$ cat src/rtl/micro_sequencer_if.sv
// micro_sequencer_if: microword, condition and memory handshake bundle.
// master drives the microword/conditions; slave is the sequencer.
interface micro_sequencer_if #(
  parameter int ADDR_W   = 7,
  parameter int FAMILY_W = 4,
  parameter int NCOND    = 8
);
  localparam int CSEL_W = (NCOND > 1) ? $clog2(NCOND) : 1;
  localparam int CPOS_W = (ADDR_W > 1) ? $clog2(ADDR_W) : 1;

  logic [FAMILY_W-1:0] family_number;
  logic                cond_pass;
  logic [NCOND-1:0]    cond_in;
  logic                mem_ready;
  logic [ADDR_W-1:0]   uw_j;
  logic [1:0]          uw_type;
  logic [CSEL_W-1:0]   uw_csel;
  logic                uw_cen;
  logic [CPOS_W-1:0]   uw_cpos;
  logic                uw_mem;
  logic [ADDR_W-1:0]   uaddr;
  logic [ADDR_W-1:0]   next_uaddr;
  logic                stall;
  logic                stack_ovf;
  logic                stack_unf;

  modport master (
    output family_number, cond_pass, cond_in, mem_ready,
    output uw_j, uw_type, uw_csel, uw_cen, uw_cpos, uw_mem,
    input  uaddr, next_uaddr, stall, stack_ovf, stack_unf
  );

  modport slave (
    input  family_number, cond_pass, cond_in, mem_ready,
    input  uw_j, uw_type, uw_csel, uw_cen, uw_cpos, uw_mem,
    output uaddr, next_uaddr, stall, stack_ovf, stack_unf
  );
endinterface

$ cat src/rtl/micro_sequencer.sv
// micro_sequencer: next-micro-address engine for the multicycle ARMv4 core.
// Ports: clk, rst (sync, active high), bus (micro_sequencer_if.slave).
// bus in : family_number, cond_pass, cond_in, mem_ready, uw_* microword.
// bus out: uaddr, next_uaddr, stall, stack_ovf, stack_unf.
// USEQ_RETURN_STACK_EN enables the CALL/RET return stack and its flags.
module micro_sequencer #(
  parameter int ADDR_W       = 7,
  parameter int FAMILY_W     = 4,
  parameter int NCOND        = 8,
  parameter int DECODE_SHIFT = 3,
  parameter int FETCH_ADDR   = 104,
  parameter int STACK_DEPTH  = 2
) (
  input logic clk,
  input logic rst,
  micro_sequencer_if.slave bus
);
  localparam logic [ADDR_W-1:0] FETCH = ADDR_W'(FETCH_ADDR);
  localparam int FW = FAMILY_W + DECODE_SHIFT;
  localparam logic [1:0] T_DEC  = 2'b01;
  localparam logic [1:0] T_CALL = 2'b10;
  localparam logic [1:0] T_RET  = 2'b11;

  logic [NCOND-1:0]  cond;
  logic              cbit;
  logic [ADDR_W-1:0] jt;
  logic [FW-1:0]     fam_sh;
  logic [ADDR_W-1:0] dec_t;
  logic [ADDR_W-1:0] nxt;
  logic [ADDR_W-1:0] uaddr_q;
  logic              stall;

  assign cond   = bus.cond_in;
  assign cbit   = bus.uw_cen & cond[bus.uw_csel];
  // selected condition is OR'd into one bit of the jump field
  assign jt     = bus.uw_j | (ADDR_W'(cbit) << bus.uw_cpos);
  assign fam_sh = FW'(bus.family_number) << DECODE_SHIFT;
  assign dec_t  = ADDR_W'(fam_sh);
  assign stall  = bus.uw_mem & ~bus.mem_ready;

  assign bus.uaddr      = uaddr_q;
  assign bus.next_uaddr = nxt;
  assign bus.stall      = stall;

`ifdef USEQ_RETURN_STACK_EN
  localparam int SP_W = $clog2(STACK_DEPTH + 1);
  localparam int IX_W = (STACK_DEPTH > 1) ? $clog2(STACK_DEPTH) : 1;

  logic [ADDR_W-1:0] stk [STACK_DEPTH];
  logic [SP_W-1:0]   sp;
  logic              sp_full;
  logic              sp_empty;
  logic [ADDR_W-1:0] top;
  logic [ADDR_W-1:0] ret_addr;
  logic              push;
  logic              pop;
  logic              ovf_set;
  logic              unf_set;
  logic              ovf_q;
  logic              unf_q;

  assign sp_full  = (sp == SP_W'(STACK_DEPTH));
  assign sp_empty = (sp == '0);
  assign top      = stk[IX_W'(sp - SP_W'(1))];
  assign ret_addr = uaddr_q + ADDR_W'(1);

  always_comb begin
    nxt     = jt;
    push    = 1'b0;
    pop     = 1'b0;
    ovf_set = 1'b0;
    unf_set = 1'b0;
    unique case (1'b1)
      (bus.uw_type == T_DEC):
        nxt = bus.cond_pass ? dec_t : FETCH;
      (bus.uw_type == T_CALL): begin
        // full stack drops the push but the jump is still taken
        if (sp_full) ovf_set = 1'b1;
        else         push    = 1'b1;
      end
      (bus.uw_type == T_RET): begin
        if (sp_empty) begin
          unf_set = 1'b1;
          nxt     = FETCH;
        end else begin
          pop = 1'b1;
          nxt = top;
        end
      end
      default: nxt = jt;
    endcase
    // memory wait freezes address, stack and flags
    if (stall) begin
      nxt     = uaddr_q;
      push    = 1'b0;
      pop     = 1'b0;
      ovf_set = 1'b0;
      unf_set = 1'b0;
    end
  end

  always_ff @(posedge clk) begin
    if (rst) begin
      uaddr_q <= FETCH;
      sp      <= '0;
      ovf_q   <= 1'b0;
      unf_q   <= 1'b0;
    end else begin
      uaddr_q <= nxt;
      if (push)     sp <= sp + SP_W'(1);
      else if (pop) sp <= sp - SP_W'(1);
      ovf_q <= ovf_q | ovf_set;
      unf_q <= unf_q | unf_set;
    end
  end

  always_ff @(posedge clk) begin
    if (!rst && push) stk[IX_W'(sp)] <= ret_addr;
  end

  assign bus.stack_ovf = ovf_q;
  assign bus.stack_unf = unf_q;
`else
  always_comb begin
    nxt = jt;
    unique case (1'b1)
      (bus.uw_type == T_DEC):
        nxt = bus.cond_pass ? dec_t : FETCH;
      (bus.uw_type == T_RET):
        nxt = FETCH;
      default: nxt = jt;
    endcase
    if (stall) nxt = uaddr_q;
  end

  always_ff @(posedge clk) begin
    if (rst) uaddr_q <= FETCH;
    else     uaddr_q <= nxt;
  end

  assign bus.stack_ovf = 1'b0;
  assign bus.stack_unf = 1'b0;
`endif
endmodule

$ cat src/flat_wrapper.sv
// flat-port wrapper written by rule: the top's interface ports become plain ports
module micro_sequencer_flat 
#(
  parameter int ADDR_W       = 7,
  parameter int FAMILY_W     = 4,
  parameter int NCOND        = 8,
  parameter int DECODE_SHIFT = 3,
  parameter int FETCH_ADDR   = 104,
  parameter int STACK_DEPTH  = 2
)
  (clk, rst, bus_family_number, bus_cond_pass, bus_cond_in, bus_mem_ready, bus_uw_j, bus_uw_type, bus_uw_csel, bus_uw_cen, bus_uw_cpos, bus_uw_mem, bus_uaddr, bus_next_uaddr, bus_stall, bus_stack_ovf, bus_stack_unf);
  micro_sequencer_if #(.ADDR_W(ADDR_W), .FAMILY_W(FAMILY_W), .NCOND(NCOND)) bus_i ();
  input logic clk;
  input logic rst;
  input wire logic [$bits(bus_i.family_number)-1:0] bus_family_number;
  input wire logic [$bits(bus_i.cond_pass)-1:0] bus_cond_pass;
  input wire logic [$bits(bus_i.cond_in)-1:0] bus_cond_in;
  input wire logic [$bits(bus_i.mem_ready)-1:0] bus_mem_ready;
  input wire logic [$bits(bus_i.uw_j)-1:0] bus_uw_j;
  input wire logic [$bits(bus_i.uw_type)-1:0] bus_uw_type;
  input wire logic [$bits(bus_i.uw_csel)-1:0] bus_uw_csel;
  input wire logic [$bits(bus_i.uw_cen)-1:0] bus_uw_cen;
  input wire logic [$bits(bus_i.uw_cpos)-1:0] bus_uw_cpos;
  input wire logic [$bits(bus_i.uw_mem)-1:0] bus_uw_mem;
  output wire logic [$bits(bus_i.uaddr)-1:0] bus_uaddr;
  output wire logic [$bits(bus_i.next_uaddr)-1:0] bus_next_uaddr;
  output wire logic [$bits(bus_i.stall)-1:0] bus_stall;
  output wire logic [$bits(bus_i.stack_ovf)-1:0] bus_stack_ovf;
  output wire logic [$bits(bus_i.stack_unf)-1:0] bus_stack_unf;
  assign bus_i.family_number = bus_family_number;
  assign bus_i.cond_pass = bus_cond_pass;
  assign bus_i.cond_in = bus_cond_in;
  assign bus_i.mem_ready = bus_mem_ready;
  assign bus_i.uw_j = bus_uw_j;
  assign bus_i.uw_type = bus_uw_type;
  assign bus_i.uw_csel = bus_uw_csel;
  assign bus_i.uw_cen = bus_uw_cen;
  assign bus_i.uw_cpos = bus_uw_cpos;
  assign bus_i.uw_mem = bus_uw_mem;
  assign bus_uaddr = bus_i.uaddr;
  assign bus_next_uaddr = bus_i.next_uaddr;
  assign bus_stall = bus_i.stall;
  assign bus_stack_ovf = bus_i.stack_ovf;
  assign bus_stack_unf = bus_i.stack_unf;
  micro_sequencer #(.ADDR_W(ADDR_W), .FAMILY_W(FAMILY_W), .NCOND(NCOND), .DECODE_SHIFT(DECODE_SHIFT), .FETCH_ADDR(FETCH_ADDR), .STACK_DEPTH(STACK_DEPTH)) u_core (.clk(clk), .rst(rst), .bus(bus_i));
endmodule
$ cat config.mk
export PLATFORM = sky130hd
export DESIGN_NAME = micro_sequencer_flat
export DESIGN_NICKNAME = d
export VERILOG_FILES = /design/src/rtl/micro_sequencer_if.sv /design/src/rtl/micro_sequencer.sv /design/src/flat_wrapper.sv
export SDC_FILE = /design/constraint.sdc
export NUM_CORES = 1
export LEC_CHECK = 0
export CORE_MARGIN = 1.5
export CORE_UTILIZATION = 31
export CTS_CLUSTER_SIZE = 16
export DETAILED_ROUTE_END_ITERATION = 10
export PLACE_DENSITY = 0.78
export SYNTH_ARGS = -nofsm -noshare
export SYNTH_HDL_FRONTEND = slang
export SYNTH_SLANG_ARGS = --single-unit
$ cat constraint.sdc
create_clock -name clk -period 2.5 [get_ports clk]
set_input_delay 0.75 -clock clk [delete_from_list [all_inputs] [get_ports clk]]
set_output_delay 0.75 -clock clk [all_outputs]
set_load 0.1 [all_outputs]
# Word level (Yosys, flattened, before mapping)
# Cells that the tools add are included.
[totals]
register_bits = 7
latch_bits = 0
ramBits = 0
rom_bits = 0
output_inout_bits = 17
memories = 0
[classes]
add_sub_neg = 0
n_mul = 0
div = 0
order_cmp = 1
n_eq_ne = 2
shifts = 1
n_mux = 5
bitwise_logic = 4
n_reduce_logical = 0
[ops]
columns = ["cell", "n"]
rows = [
  ["$mux W7", 2],
  ["$pmux W7 S2", 1],
  ["$or A7 B7 Y7", 1],
  ["$shl A1 B3 Y7", 1],
  ["$lt A3 B4 Y1 const B", 1],
  ["$bmux W1 S3", 1],
  ["$and A1 B1 Y1", 2],
  ["$eq A2 B1 Y1 const B", 1],
  ["$eq A2 B2 Y1 const B", 1],
  ["$mux W1", 1],
  ["$not A1 Y1", 1],
]

# Depth between registers and ports, before layout
# Gate-level depths: netlist of run 1.
[logic_depth]
ltp_word = 7
mapped_depth = 6
ltp_nobuf = 5

# Worst setup path before layout of run 1
# Ideal clock, no wire load.
[synth_path]
path_kind = "input to output"
from = "in bus_uw_csel[0]"
to = "out bus_next_uaddr[6]"
t_arrival_ns = 3.028
required_ns = 1.750
slack_ns = -1.278
stages = 5
path_cell_list = "buf_6 -> mux2i_1 -> a221oi_4 -> nand4_1 -> a21oi_1"
[synth_via]
elab_chain_cells = 7
[synth_rtl]
columns = ["item", "line", "text"]
rows = [
  ["from (decl)", "flat_wrapper.sv:21", "input wire logic [$bits(bus_i.uw_csel)-1:0] bus_uw_csel;"],
  ["$bmux W1 S3", "micro_sequencer.sv:34", "assign cbit = bus.uw_cen & cond[bus.uw_csel];"],
  ["$mux W1 (implied by the code)", "micro_sequencer.sv:34", ""],
  ["$and A1 B1 Y1", "micro_sequencer.sv:34", ""],
  ["$shl A1 B3 Y7", "micro_sequencer.sv:36", "assign jt = bus.uw_j | (ADDR_W'(cbit) << bus.uw_cpos);"],
  ["$or A7 B7 Y7", "micro_sequencer.sv:36", ""],
  ["$pmux W7 S2", "micro_sequencer.sv:126", "unique case (1'b1)"],
  ["$mux W7", "micro_sequencer.sv:133", "if (stall) nxt = uaddr_q;"],
  ["to (decl)", "flat_wrapper.sv:26", "output wire logic [$bits(bus_i.next_uaddr)-1:0] bus_next_uaddr;"],
]
# No other way between the ends. The select of a mux whose other input is x is not followed.

# Worst setup path after layout of run 1
[layout_path]
from = "in bus_uw_csel[2]"
to = "out bus_next_uaddr[6]"
# The elaborated chain is that of the path after synthesis.

==> impl_metrics.xml, run 1 <==
<?xml version="1.0" encoding="UTF-8"?>
<metrics>
  <group name="yosys">
    <metric name="synth-seq-cells" unit="">7</metric>
    <metric name="yosysSeqAreaShare" unit="%">23.58</metric>
    <metric name="synthDominantAreaCellType" unit="">sky130_fd_sc_hd__dfxtp_1</metric>
    <metric name="yosys_warning_count" unit="">0</metric>
    <metric name="async_reset_ff_share" unit="%">0</metric>
    <metric name="syn-instance-count" unit="">74</metric>
    <metric name="synth-main-ff-cell" unit="">sky130_fd_sc_hd__dfxtp_1</metric>
    <metric name="syn-mean-instance-area" unit="um2">8.031</metric>
    <metric name="netlist-cell-type-count" unit="">29</metric>
    <metric name="synth_enable_flop_cells" unit="">0</metric>
    <metric name="synth.area.top_cells" unit="">sky130_fd_sc_hd__dfxtp_1 24%, sky130_fd_sc_hd__mux2i_1 6.7%, sky130_fd_sc_hd__a41oi_2 5.5%</metric>
    <metric name="syn-cell-area" unit="um2">594.3</metric>
    <metric name="synthDominantCellAreaShare" unit="%">23.58</metric>
  </group>
  <group name="final_layout">
    <metric name="fin_nets" unit="">189</metric>
    <metric name="largest_register_ffs" unit="">7</metric>
    <metric name="fill_cells" unit="">80</metric>
    <metric name="layout-area-overhead-vs-synth" unit="%">167.2</metric>
    <metric name="antenna-diode-count" unit="">0</metric>
    <metric name="most-common-layout-cells" unit="">32 x sky130_fd_sc_hd__buf_4, 13 x sky130_fd_sc_hd__clkdlybuf4s50_1, 11 x sky130_fd_sc_hd__dlygate4sd2_1</metric>
    <metric name="finalCoreUtilization" unit="%">90.00</metric>
    <metric name="layout_commonest_cell" unit="">sky130_fd_sc_hd__buf_4</metric>
    <metric name="fraction_of_layout_cells_with_a_size_suffix_above_1" unit="%">56.77</metric>
  </group>
  <group name="floorplanning">
    <metric name="die-area" unit="um2">2189</metric>
    <metric name="core_area" unit="um2">1764</metric>
    <metric name="std_cell_rows" unit="">15</metric>
    <metric name="die-height" unit="um">46.79</metric>
    <metric name="top_level_ports" unit="">50</metric>
    <metric name="die-width" unit="um">46.79</metric>
    <metric name="floorplan.initialDensity" unit="%">33.69</metric>
  </group>
  <group name="power_and_ir_drop">
    <metric name="power_switching_share" unit="%">48.13</metric>
    <metric name="power.combinational.fraction" unit="%">61.4</metric>
    <metric name="p_int" unit="mW">0.3292</metric>
    <metric name="p_per_area" unit="nW/um2">399.8</metric>
    <metric name="irDropWorstVdd" unit="uV">369.2</metric>
    <metric name="power.share.sequential" unit="%">19.4</metric>
    <metric name="power" unit="mW">0.6347</metric>
    <metric name="p_leak" unit="nW">0.6979</metric>
    <metric name="total_switching_power" unit="mW">0.3055</metric>
    <metric name="clkPwrFrac" unit="%">19.2</metric>
  </group>
  <group name="worst_setup_path">
    <metric name="cp.required" unit="ns">1.75</metric>
    <metric name="critPathSlowestCell" unit="">sky130_fd_sc_hd__a221oi_4</metric>
    <metric name="cp_max_fo" unit="">7</metric>
    <metric name="worst_path_cell_trace" unit="">buf_2, and2_4, a221oi_4, buf_6, nand4_1, a21oi_4, buf_12</metric>
    <metric name="worstSetupEndpointType" unit="">output pin</metric>
    <metric name="criticalPathCategory" unit="">primary input to output pin</metric>
    <metric name="rrSetupSlack" unit="ns">1.52</metric>
    <metric name="cp_bufs_invs" unit="">3</metric>
    <metric name="cpPeakStageDelay" unit="ns">0.30</metric>
    <metric name="cp_data_arrival_time" unit="ns">2.10</metric>
    <metric name="startpoint_type" unit="">primary input</metric>
    <metric name="timing.critical_path.max_delay_family" unit="">compound AO/OA/AOI/OAI gates</metric>
  </group>
  <group name="timing">
    <metric name="final_critical_path_setup_slack" unit="ns">-0.3535</metric>
    <metric name="hold_violations" unit="">0</metric>
    <metric name="rsz0062_at_grt" unit="">true</metric>
    <metric name="maxSlewViolCount" unit="">0</metric>
    <metric name="period_needed" unit="ns">2.854</metric>
    <metric name="timing.final.crit_share" unit="%">114.1</metric>
    <metric name="fmax" unit="MHz">350.4</metric>
    <metric name="worst_clock_skew" unit="ns">0</metric>
    <metric name="setup_violations" unit="">7</metric>
  </group>
  <group name="routing">
    <metric name="routed_wirelength" unit="um">3828</metric>
    <metric name="wl_per_cell" unit="um">21.27</metric>
    <metric name="highest_layer" unit="">met4</metric>
    <metric name="wl_met2" unit="um">1939</metric>
    <metric name="detail_route.first_pass.iterations" unit="">4</metric>
    <metric name="route.detailed.drc" unit="">0</metric>
    <metric name="drt_first_iter_violations" unit="">25</metric>
    <metric name="vias_per_cell" unit="">5.644</metric>
    <metric name="antenna_left" unit="">0</metric>
    <metric name="drt-met1-wl" unit="um">1301</metric>
    <metric name="vias" unit="">1016</metric>
    <metric name="met3_length" unit="um">363</metric>
  </group>
  <group name="place">
    <metric name="detailedPlacementHpwl" unit="um">1837</metric>
    <metric name="place_ws" unit="ns">-0.6954</metric>
    <metric name="routabilityCongestion" unit="">0.7153</metric>
    <metric name="placement.io_buffers" unit="">47</metric>
  </group>
  <group name="outcome">
    <metric name="violations_in_the_final_reports" unit="">setup timing</metric>
    <metric name="run_status" unit="">finished with violations</metric>
  </group>
  <group name="clock_tree">
    <metric name="tritoncts" unit="">built</metric>
    <metric name="cts.root.buffer_cell" unit="">sky130_fd_sc_hd__clkbuf_4</metric>
    <metric name="ctsLongestPathBuffers" unit="">2</metric>
    <metric name="cts-htree-levels" unit="">1</metric>
    <metric name="sinks_on_clock_net" unit="">7</metric>
    <metric name="worst_skew_late_latency" unit="ns">0.27</metric>
    <metric name="number_of_buffers_created_by_cts" unit="">3</metric>
    <metric name="worst_setup_hold_path_clk_slew" unit="ns">0.06</metric>
    <metric name="cts_hold_buf" unit="">0</metric>
  </group>
  <group name="grt">
    <metric name="grt.overflow.total" unit="">0</metric>
    <metric name="pin_count_of_the_biggest_net_entering_global_routing" unit="">10</metric>
    <metric name="global_route_wire_length_before_repair" unit="um">5326</metric>
    <metric name="grt_antenna_before_repair" unit="">0</metric>
    <metric name="first_global_vias" unit="">1033</metric>
    <metric name="grtUsageTotal" unit="%">36.76</metric>
  </group>
  <group name="min_path">
    <metric name="hold_path.class" unit="">flip-flop to flip-flop</metric>
  </group>
  <group name="flow_run">
    <metric name="maxCapViolations" unit="">0</metric>
  </group>
</metrics>
-- tightest hold or removal path, delay by kind of cell (launching register included) --
kind | cells | cell delay (ns)
AND/OR/NAND/NOR | 1 | 0.11
flip-flops | 1 | 0.33
AO/OA/AOI/OAI | 1 | 0.10
-- cell type report --
type / count / area [um2] / area share [%]
timing repair buffer: 80 / 782.0 / 49.25
multi-input combinational: 60 / 585.6 / 36.88
sequential: 7 / 140.1 / 8.826
tap: 25 / 31.28 / 1.970
clock buffer: 4 / 26.28 / 1.655
inverter: 4 / 22.52 / 1.418
-- cells by family (layout without fill, tap and decap cells) --
group | count (synthesis) | after routing | share of synthesized area [%]
DFF | 7 | 7 | 23.58
AOI/OAI and AO/OA | 20 | 20 | 29.47
muxes | 4 | 4 | 6.737
other | 1 | 2 | 0.6310
buffers and inverters | 8 | 88 | 7.787
and+or+nand+nor | 34 | 34 | 31.79
-- worst paths after layout --
check	cells past startpoint	startpoint	to
hold reg to reg	2	u_core.bus.uaddr[5]	u_core.bus.uaddr[5]
setup / recovery	7	bus_uw_csel[2]	bus_next_uaddr[6]
setup reg to reg	4	u_core.bus.uaddr[6]	u_core.bus.uaddr[6]
hold / removal	2	u_core.bus.uaddr[5]	u_core.bus.uaddr[5]
-- per-stage QoR --
stage	hold slack (ns)	TNS (ns)	instance area, um2	std cells
floorplan	0.8191	-2.007	688.2	75
global placement	0.5623	-4.439	1346	161
detailed placement	0.5600	-4.807	1346	161
CTS	0.5741	-1.714	1564	178
global route	0.6084	-2.468	1588	180
finish	0.5704	-2.179	1588	180
-- power groups by stage --
stage / clock network, mW / logic [mW] / registers, mW
3_5_place_dp: 0 / 0.352 / 0.124
3_3_place_gp: 0 / 0.347 / 0.124
5_1_grt: 0.123 / 0.399 / 0.123
2_1_floorplan: 0 / 0.164 / 0.171
6_report: 0.122 / 0.390 / 0.123
4_1_cts: 0.115 / 0.369 / 0.122
-- layer usage --
| layer | vias up | GRT usage (%) |
|---|---|---|
| li1 | 433 | - |
| met1 | 472 | 38.32 |
| met2 | 86 | 62.19 |
| met3 | 25 | 11.15 |
| met4 | 0 | 26.67 |
| met5 | - | 0 |
-- synth_stat cells, types with 3 or more instances --
| cell | instances |
|---|---|
| sky130_fd_sc_hd__nand2_1 | 7 |
| sky130_fd_sc_hd__nor2_1 | 3 |
| sky130_fd_sc_hd__a22oi_1 | 3 |
| sky130_fd_sc_hd__nor2b_1 | 4 |
| sky130_fd_sc_hd__dfxtp_1 | 7 |
| sky130_fd_sc_hd__a21oi_1 | 4 |
| sky130_fd_sc_hd__inv_1 | 4 |
| sky130_fd_sc_hd__nor3b_1 | 3 |
| sky130_fd_sc_hd__nand4_1 | 5 |
| sky130_fd_sc_hd__mux2i_1 | 4 |
| sky130_fd_sc_hd__o21ai_0 | 3 |
-- repair_timing --
action                                 CTS  global route
endpoints found under the hold margin    0             0
gates resized for setup                 65             9
buffers inserted                        14             4
pin swaps                               19             7
setup endpoints to repair                8             8
(Power assumes the default switching activity.)
==> run 2: changes to the inputs <==
Settings changed: CORE_UTILIZATION 31 to 28, PLACE_DENSITY 0.78 to 0.75.
Clock period 2.5 ns to 2.4 ns, I/O delays scaled along.
==> run 2 against run 1 <==
Compared with the run above: cell count did not move; hold slack improved by 0.098 ns; critical path type unchanged; via count fell by 15%; final area fell by 0.95%; core utilization fell by 11 points; sequential power rose by 4%; routed wire length fell by 41%; critical path depth did not move; the run still ends with setup timing left; highest routed layer unchanged; sequential share of layout area rose by 0.084 points.
==> impl_metrics.xml, run 2 (same netlist as run 1, synthesis figures left out) <==
<?xml version="1.0" encoding="UTF-8"?>
<metrics>
  <group name="outcome">
    <metric name="run_status" unit="">finished with violations</metric>
    <metric name="violations_in_the_final_reports" unit="">setup timing</metric>
  </group>
  <group name="clock_tree">
    <metric name="number_of_buffers_created_by_cts" unit="">3</metric>
    <metric name="sinks_on_clock_net" unit="">7</metric>
    <metric name="ctsLongestPathBuffers" unit="">2</metric>
    <metric name="cts_hold_buf" unit="">0</metric>
    <metric name="worst_setup_hold_path_clk_slew" unit="ns">0.05</metric>
    <metric name="worst_skew_late_latency" unit="ns">0.25</metric>
    <metric name="cts.root.buffer_cell" unit="">sky130_fd_sc_hd__clkbuf_4</metric>
    <metric name="cts-htree-levels" unit="">1</metric>
    <metric name="tritoncts" unit="">built</metric>
  </group>
  <group name="power_and_ir_drop">
    <metric name="clkPwrFrac" unit="%">17.3</metric>
    <metric name="power.share.sequential" unit="%">20.4</metric>
    <metric name="total_switching_power" unit="mW">0.2814</metric>
    <metric name="power.combinational.fraction" unit="%">62.3</metric>
    <metric name="irDropWorstVdd" unit="uV">325.4</metric>
    <metric name="p_int" unit="mW">0.3462</metric>
    <metric name="p_leak" unit="nW">0.7040</metric>
    <metric name="power_switching_share" unit="%">44.84</metric>
    <metric name="p_per_area" unit="nW/um2">399.0</metric>
  </group>
  <group name="final_layout">
    <metric name="fraction_of_layout_cells_with_a_size_suffix_above_1" unit="%">54.90</metric>
    <metric name="most-common-layout-cells" unit="">33 x sky130_fd_sc_hd__buf_4, 13 x sky130_fd_sc_hd__clkdlybuf4s50_1, 10 x sky130_fd_sc_hd__dlygate4sd2_1</metric>
    <metric name="largest_register_ffs" unit="">7</metric>
    <metric name="layout-area-overhead-vs-synth" unit="%">164.6</metric>
    <metric name="fill_cells" unit="">130</metric>
    <metric name="antenna-diode-count" unit="">0</metric>
    <metric name="layout_commonest_cell" unit="">sky130_fd_sc_hd__buf_4</metric>
    <metric name="finalNonFillerCells" unit="">180</metric>
    <metric name="fin_nets" unit="">187</metric>
  </group>
  <group name="floorplanning">
    <metric name="die-area" unit="um2">2408</metric>
    <metric name="core_area" unit="um2">1982</metric>
    <metric name="top_level_ports" unit="">50</metric>
    <metric name="std_cell_rows" unit="">16</metric>
    <metric name="die-height" unit="um">49.07</metric>
    <metric name="floorplan.initialDensity" unit="%">29.99</metric>
    <metric name="die-width" unit="um">49.07</metric>
  </group>
  <group name="place">
    <metric name="place_ws" unit="ns">-0.7339</metric>
    <metric name="placement.io_buffers" unit="">47</metric>
    <metric name="routabilityCongestion" unit="">0.7621</metric>
    <metric name="dp_cells" unit="">166</metric>
    <metric name="detailedPlacementHpwl" unit="um">1712</metric>
  </group>
  <group name="grt">
    <metric name="grt_antenna_before_repair" unit="">0</metric>
    <metric name="busiest_layer" unit="">met2</metric>
    <metric name="grt_use_met2" unit="%">37.39</metric>
    <metric name="grtUsageTotal" unit="%">21.57</metric>
    <metric name="pin_count_of_the_biggest_net_entering_global_routing" unit="">8</metric>
    <metric name="first_global_vias" unit="">913</metric>
    <metric name="met3_usage" unit="%">4.601</metric>
    <metric name="global_route_wire_length_before_repair" unit="um">3953</metric>
    <metric name="met1_demand_to_capacity_share_in_global_routing" unit="%">24.48</metric>
    <metric name="grt.overflow.total" unit="">0</metric>
  </group>
  <group name="routing">
    <metric name="detail_route.first_pass.iterations" unit="">3</metric>
    <metric name="wl_per_cell" unit="um">12.64</metric>
    <metric name="route.detailed.drc" unit="">0</metric>
    <metric name="vias_per_cell" unit="">4.783</metric>
    <metric name="antenna_left" unit="">0</metric>
    <metric name="drt_first_iter_violations" unit="">6</metric>
    <metric name="vias" unit="">861</metric>
    <metric name="routed_wirelength" unit="um">2275</metric>
  </group>
  <group name="timing">
    <metric name="final_critical_path_setup_slack" unit="ns">-0.3120</metric>
    <metric name="fmax" unit="MHz">368.7</metric>
    <metric name="rsz0062_at_grt" unit="">true</metric>
    <metric name="timing.final.crit_share" unit="%">113.0</metric>
    <metric name="hold_violations" unit="">0</metric>
    <metric name="final.hold.worst_slack" unit="ns">0.6682</metric>
    <metric name="setup_violations" unit="">7</metric>
    <metric name="worst_clock_skew" unit="ns">0</metric>
    <metric name="fin_tns_setup" unit="ns">-1.859</metric>
    <metric name="maxSlewViolCount" unit="">0</metric>
    <metric name="period_needed" unit="ns">2.712</metric>
  </group>
  <group name="flow_run">
    <metric name="maxCapViolations" unit="">0</metric>
  </group>
  <group name="worst_setup_path">
    <metric name="worst_path_cell_trace" unit="">buf_8, buf_6, mux2i_4, a22oi_4, nand4_1, a21oi_4, buf_12</metric>
    <metric name="worstSetupEndpointType" unit="">output pin</metric>
    <metric name="cpPeakStageDelay" unit="ns">0.26</metric>
    <metric name="cp_data_arrival_time" unit="ns">1.99</metric>
    <metric name="startpoint_type" unit="">primary input</metric>
    <metric name="cp.required" unit="ns">1.68</metric>
    <metric name="criticalPathCategory" unit="">primary input to output pin</metric>
    <metric name="critPathSlowestCell" unit="">sky130_fd_sc_hd__a22oi_4</metric>
    <metric name="cp_max_fo" unit="">7</metric>
  </group>
  <group name="min_path">
    <metric name="hold_path.class" unit="">flip-flop to flip-flop</metric>
  </group>
</metrics>
## run 2: cell count changes in the layout (fill, tap and decap cells not counted), moves of 2 or more
cell / change
sky130_fd_sc_hd__buf_6: -5
sky130_fd_sc_hd__clkbuf_2: -3
sky130_fd_sc_hd__clkdlybuf4s15_1: +2
sky130_fd_sc_hd__dlymetal6s2s_1: +2
sky130_fd_sc_hd__nor3b_2: +2
## run 2: area by class of cell
class	instances	area [um2]	area share [%]
well taps	27	33.78	2.148
clock buffers	4	26.28	1.671
inverters	4	22.52	1.432
multi-input cells	60	574.3	36.52
repair buffers	77	769.5	48.93
repair inverters	1	6.256	0.3978
flip-flops and latches	7	140.1	8.910
## run 2: final timing paths
check | start | to | slack [ns] | cells past startpoint
setup / recovery | bus_uw_csel[0] | bus_next_uaddr[6] | -0.31 | 7
hold / removal | u_core.bus.uaddr[1] | u_core.bus.uaddr[1] | 0.67 | 3
hold reg to reg | u_core.bus.uaddr[1] | u_core.bus.uaddr[1] | 0.67 | 3
setup reg to reg | u_core.bus.uaddr[2] | u_core.bus.uaddr[2] | 1.50 | 3
## run 2: critical path: cells and delay by family
kind / cells / cell delay, ns
compound gates: 2 / 0.45
buf+inv: 3 / 0.40
mux: 1 / 0.18
simple gates: 1 / 0.22
## run 2: metrics by stage
stage / instance area [um2] / utilization (%) / total power [mW]
finish: 1573 / 79.36 / 0.6276
global route: 1573 / 79.36 / 0.6533
CTS: 1526 / 77.02 / 0.6223
detailed placement: 1371 / 69.19 / 0.4977
floorplan: 688.2 / - / 0.3495
global placement: 1371 / 69.19 / 0.4940
## run 2: what timing repair did
item,4_1_cts,5_1_grt
setup buffers,6,3
endpoints found under the setup margin,8,7
resized for setup,57,5
cloned,1,0
pin swaps,17,9
## run 2: power groups by stage
stage	Sequential [mW]	Clock, mW	Combinational [mW]
6_report	0.128	0.108	0.391
5_1_grt	0.129	0.116	0.408
4_1_cts	0.128	0.109	0.385
3_5_place_dp	0.130	0	0.368
3_3_place_gp	0.129	0	0.365
2_1_floorplan	0.179	0	0.171
## run 2: metal layers
layer | vias to the layer above | routed length (um)
met5 | - | 0
met4 | 0 | 50
met3 | 5 | 110
met2 | 33 | 1191
met1 | 393 | 923
li1 | 430 | -
==> run 3: changes to the inputs <==
Settings changed: CELL_PAD_IN_SITES_DETAIL_PLACEMENT set to 1, CELL_PAD_IN_SITES_GLOBAL_PLACEMENT set to 2, CORE_UTILIZATION 28 to 14, PLACE_DENSITY 0.75 to 0.76, REMOVE_ABC_BUFFERS set to 1, SETUP_SLACK_MARGIN set to 0.15.
==> run 3 against run 2 <==
Compared with the run above: the flow still finishes with violations (setup timing); sequential share of layout area rose by 0.40 points; flip-flop and latch count stayed put; combinational power down 3%; cell count rose by 11%; non-clock buffer count down 4; critical path type unchanged; critical endpoint unchanged; largest power group unchanged; highest routed layer unchanged.
==> impl_metrics.xml, run 3 (same netlist as run 1, synthesis figures left out) <==
<?xml version="1.0" encoding="UTF-8"?>
<metrics>
  <group name="routing">
    <metric name="vias" unit="">868</metric>
    <metric name="vias_per_cell" unit="">4.362</metric>
    <metric name="detail_route.first_pass.iterations" unit="">4</metric>
    <metric name="wl_per_cell" unit="um">13.73</metric>
    <metric name="antenna_left" unit="">0</metric>
    <metric name="drt_first_iter_violations" unit="">6</metric>
    <metric name="route.detailed.drc" unit="">0</metric>
    <metric name="routed_wirelength" unit="um">2732</metric>
  </group>
  <group name="grt">
    <metric name="grtUsageTotal" unit="%">12.20</metric>
    <metric name="global_route_wire_length_before_repair" unit="um">4174</metric>
    <metric name="grt.overflow.total" unit="">0</metric>
    <metric name="first_global_vias" unit="">948</metric>
    <metric name="pin_count_of_the_biggest_net_entering_global_routing" unit="">8</metric>
    <metric name="grt_antenna_before_repair" unit="">0</metric>
  </group>
  <group name="outcome">
    <metric name="violations_in_the_final_reports" unit="">setup timing</metric>
    <metric name="run_status" unit="">finished with violations</metric>
  </group>
  <group name="timing">
    <metric name="fmax" unit="MHz">362.2</metric>
    <metric name="rsz0062_at_grt" unit="">true</metric>
    <metric name="period_needed" unit="ns">2.761</metric>
    <metric name="fin_tns_setup" unit="ns">-2.298</metric>
    <metric name="final_critical_path_setup_slack" unit="ns">-0.3612</metric>
    <metric name="hold_violations" unit="">0</metric>
    <metric name="worst_clock_skew" unit="ns">0</metric>
    <metric name="timing.final.crit_share" unit="%">115.0</metric>
    <metric name="maxSlewViolCount" unit="">0</metric>
    <metric name="setup_violations" unit="">7</metric>
  </group>
  <group name="floorplanning">
    <metric name="std_cell_rows" unit="">23</metric>
    <metric name="die-area" unit="um2">4645</metric>
    <metric name="die-height" unit="um">68.16</metric>
    <metric name="top_level_ports" unit="">50</metric>
    <metric name="floorplan.initialDensity" unit="%">14.75</metric>
    <metric name="die-width" unit="um">68.16</metric>
    <metric name="core_area" unit="um2">4029</metric>
  </group>
  <group name="flow_run">
    <metric name="maxCapViolations" unit="">0</metric>
  </group>
  <group name="place">
    <metric name="routabilityCongestion" unit="">0.7012</metric>
    <metric name="placement.io_buffers" unit="">47</metric>
    <metric name="detailedPlacementHpwl" unit="um">2169</metric>
    <metric name="place_ws" unit="ns">-0.7923</metric>
  </group>
  <group name="power_and_ir_drop">
    <metric name="power.share.sequential" unit="%">19.0</metric>
    <metric name="irDropWorstVdd" unit="uV">201.9</metric>
    <metric name="clkPwrFrac" unit="%">24.7</metric>
    <metric name="power_switching_share" unit="%">42.43</metric>
    <metric name="total_switching_power" unit="mW">0.2858</metric>
    <metric name="p_per_area" unit="nW/um2">447.5</metric>
    <metric name="power.combinational.fraction" unit="%">56.3</metric>
    <metric name="p_leak" unit="nW">0.6581</metric>
    <metric name="p_int" unit="mW">0.3878</metric>
  </group>
  <group name="worst_setup_path">
    <metric name="cp_data_arrival_time" unit="ns">2.04</metric>
    <metric name="cp.required" unit="ns">1.68</metric>
    <metric name="criticalPathCategory" unit="">primary input to output pin</metric>
    <metric name="worstSetupEndpointType" unit="">output pin</metric>
    <metric name="startpoint_type" unit="">primary input</metric>
    <metric name="cp_max_fo" unit="">4</metric>
  </group>
  <group name="final_layout">
    <metric name="most-common-layout-cells" unit="">30 x sky130_fd_sc_hd__buf_4, 15 x sky130_fd_sc_hd__clkdlybuf4s50_1, 10 x sky130_fd_sc_hd__dlygate4sd2_1</metric>
    <metric name="layout_commonest_cell" unit="">sky130_fd_sc_hd__buf_4</metric>
    <metric name="antenna-diode-count" unit="">0</metric>
    <metric name="fraction_of_layout_cells_with_a_size_suffix_above_1" unit="%">53.69</metric>
    <metric name="largest_register_ffs" unit="">7</metric>
    <metric name="fin_nets" unit="">183</metric>
    <metric name="layout-area-overhead-vs-synth" unit="%">153.3</metric>
    <metric name="fill_cells" unit="">476</metric>
  </group>
  <group name="clock_tree">
    <metric name="tritoncts" unit="">built</metric>
    <metric name="cts_hold_buf" unit="">0</metric>
    <metric name="number_of_buffers_created_by_cts" unit="">3</metric>
    <metric name="cts-htree-levels" unit="">1</metric>
    <metric name="worst_skew_late_latency" unit="ns">0.23</metric>
    <metric name="cts.root.buffer_cell" unit="">sky130_fd_sc_hd__clkbuf_8</metric>
    <metric name="ctsLongestPathBuffers" unit="">2</metric>
    <metric name="worst_setup_hold_path_clk_slew" unit="ns">0.04</metric>
    <metric name="sinks_on_clock_net" unit="">7</metric>
  </group>
  <group name="min_path">
    <metric name="hold_path.class" unit="">flip-flop to flip-flop</metric>
  </group>
</metrics>
==> run 3: changes by cell type in the layout (fill, tap and decap cells not counted), moves of 3 or more <==
cell / before / now
sky130_fd_sc_hd__nor3b_1: 0 / 3
sky130_fd_sc_hd__clkbuf_8: 0 / 3
sky130_fd_sc_hd__o21ai_2: 1 / 5
sky130_fd_sc_hd__clkbuf_4: 3 / 0
sky130_fd_sc_hd__nor3b_2: 3 / 0
sky130_fd_sc_hd__clkdlybuf4s15_1: 4 / 1
sky130_fd_sc_hd__buf_4: 33 / 30
==> run 3: worst paths after layout <==
path / end / cells after the start / start / slack, ns
min: u_core.bus.uaddr[1] / 3 / u_core.bus.uaddr[1] / 0.62
max: bus_next_uaddr[6] / 6 / bus_uw_csel[0] / -0.36
max reg2reg: u_core.bus.uaddr[0] / 3 / u_core.bus.uaddr[0] / 1.53
min reg2reg: u_core.bus.uaddr[1] / 3 / u_core.bus.uaddr[1] / 0.62
==> run 3: worst max-delay path: stages <==
cell and delay (ns):
sky130_fd_sc_hd__buf_8 0.11, sky130_fd_sc_hd__mux2i_4 0.18, sky130_fd_sc_hd__a221oi_4 0.39, sky130_fd_sc_hd__nand4_1 0.21
sky130_fd_sc_hd__a21oi_2 0.24, sky130_fd_sc_hd__buf_12 0.20
==> run 3: cell type report <==
| class | count | area (um2) | area share [%] |
|---|---|---|---|
| sequential | 7 | 140.1 | 9.310 |
| clock buffer | 4 | 45.04 | 2.993 |
| timing repair buffer | 73 | 713.2 | 47.38 |
| multi-input combinational | 60 | 515.5 | 34.25 |
| tap | 50 | 62.56 | 4.156 |
| inverter | 4 | 22.52 | 1.496 |
| timing repair inverter | 1 | 6.256 | 0.4156 |
==> run 3: what timing repair did <==
item / CTS / global route
resized for setup: 63 / 8
cloned: 1 / 0
buffers inserted: 2 / 2
hold endpoints to repair: 0 / 0
setup endpoints to repair: 8 / 8
pin swaps: 11 / 8
==> run 3: power by group through the flow <==
stage / Clock [mW] / Combinational [mW] / Sequential (mW)
2_1_floorplan: 0 / 0.148 / 0.179
3_3_place_gp: 0 / 0.353 / 0.129
3_5_place_dp: 0 / 0.358 / 0.129
4_1_cts: 0.171 / 0.377 / 0.128
5_1_grt: 0.176 / 0.396 / 0.129
6_report: 0.166 / 0.379 / 0.128
==> run 3: per-stage QoR <==
step / instance area, um2 / util (%) / power, mW / hold slack, ns / cells
global placement: 1328 / 32.95 / 0.4824 / 0.5709 / 190
finish: 1505 / 37.36 / 0.6736 / 0.6233 / 199
global route: 1505 / 37.36 / 0.7003 / 0.6730 / 199
detailed placement: 1328 / 32.95 / 0.4878 / 0.6005 / 190
floorplan: 566.8 / - / 0.3267 / 0.7891 / 71
CTS: 1483 / 36.80 / 0.6764 / 0.6316 / 197
==> run 3: layer usage <==
layer	up-vias	GRT usage, %	wire length, um
met4	0	8.000	34
met5	-	0	0
met2	34	21.97	1442
met3	2	1.645	207
li1	421	-	-
met1	411	13.20	1048
==> variant, RTL diff (flow settings as in run 2) <==
The option `USEQ_RETURN_STACK_EN` is turned on by a define.
--- a/src/rtl/micro_sequencer.sv
+++ b/src/rtl/micro_sequencer.sv
@@ -3,6 +3,8 @@
 // bus in : family_number, cond_pass, cond_in, mem_ready, uw_* microword.
 // bus out: uaddr, next_uaddr, stall, stack_ovf, stack_unf.
 // USEQ_RETURN_STACK_EN enables the CALL/RET return stack and its flags.
+`define USEQ_RETURN_STACK_EN
+
 module micro_sequencer #(
   parameter int ADDR_W       = 7,
   parameter int FAMILY_W     = 4,
Formal check against the unedited RTL: not equivalent (a bounded check fails within 4 cycles, from zero or initial values and one cycle with rst high).
==> variant against run 2 <==
The run still ends with negative setup slack left. Via count rose by 83%. Synthesized area rose by 150%. Largest cell class is now multi-input combinational cells. Critical path depth fell by 1. Wire length rose by 110%. Sequential share of layout area rose by 15 points. Total power rose by 120%. Cell area rose by 73%. Worst hold slack got worse by 0.19 ns. Sequential cell count rose by 18. Setup slack improved by 0.026 ns. Non-clock buffer count rose by 19. Clock power rose by 140%.
==> variant: results <==
[outcome]
status = finished with violations
violations = negative setup slack

[yosys]
synth_edf_count = 14
synth_common_cells = edfxtp_1, a21oi_1, dfxtp_1
ys.flop_type = edfxtp_1
synth.area.top_cells = edfxtp_1, dfxtp_1, mux2i_1

[cells_and_area]
syn2layout_area_growth_pct = 85.7
layout.cells.non_filler = 309
fill_cells = 444
drive_gt1_share_pct = 51.9
nNetsFinal = 276

[placed_design]
place_inst = 291

[sta]
fin_ws_ns = -0.286
setup_violations = 7

[clock_network]
cts_root_buffer = clkbuf_8

[global_route]
met2_usage_pct = 31.0
grt_pass1_wl_um = 7090

[critical_path]
cp_slowest_cell = clkdlybuf4s50_1
reg2regPathDepth = 6
crit_start = bus_family_number[0]
reg2reg_slack_ns = 0.68
worstReg2RegStart = u_core.sp[0]$_SDFFE_PP0P_
cp_max_fo = 2

[detailed_routing]
met2_wirelength_um = 2570
m1WireLength_um = 1890
totalWireLength_um = 4790
drt_iter0_drc = 51
-- variant: changes by cell type in the layout (fill, tap and decap cells not counted), sizes merged, moves of 6 or more --
cell and delta:
edfxtp +14, nor3 +8, buf +22, a21oi +7, nor2 +6
-- variant: where the power goes --
group	leakage (nW)	switching, mW	internal (mW)
clock network	0.0217	0.137	0.117
registers	0.215	0.0204	0.474
logic	0.850	0.365	0.255
total	1.09	0.522	0.846
-- variant: final cells by class --
type                       count  area share [%]
timing repair buffer          96            33.5
clock buffer                   3            1.52
clock inverter                 1           0.276
multi-input combinational    106            36.8
sequential                    25            23.5
inverter                       8            1.20
tap                           70            3.22
-- variant: cells by family after synthesis --
group / after synthesis / synth area share, %
AOI/OAI and AO/OA: 35 / 18.2
xor gates and xnor gates: 5 / 2.99
adders and majority gates: 3 / 2.56
buffers and inverters: 13 / 4.44
DFF: 25 / 43.7
muxes: 12 / 8.54
and+or+nand+nor: 51 / 19.6
-- variant: worst min path at each step --
stage | startpoint | end | cells after the start
floorplan | u_core.sp[1]$_SDFFE_PP0P_ | u_core.sp[1]$_SDFFE_PP0P_ | 2
global placement | u_core.bus.stack_unf$_SDFF_PP0_ | u_core.bus.stack_unf$_SDFF_PP0_ | 2
detailed placement | u_core.bus.stack_unf$_SDFF_PP0_ | u_core.bus.stack_unf$_SDFF_PP0_ | 2
CTS | u_core.bus.stack_unf$_SDFF_PP0_ | u_core.bus.stack_unf$_SDFF_PP0_ | 2
global route | u_core.bus.stack_unf$_SDFF_PP0_ | u_core.bus.stack_unf$_SDFF_PP0_ | 2
finish | u_core.bus.stack_unf$_SDFF_PP0_ | u_core.bus.stack_unf$_SDFF_PP0_ | 2
-- variant: tightest hold or removal path, stage by stage, from the launching register on --
cell,delay (ns)
dfxtp_1,0.34
nor2_1,0.05
nor2_1,0.06
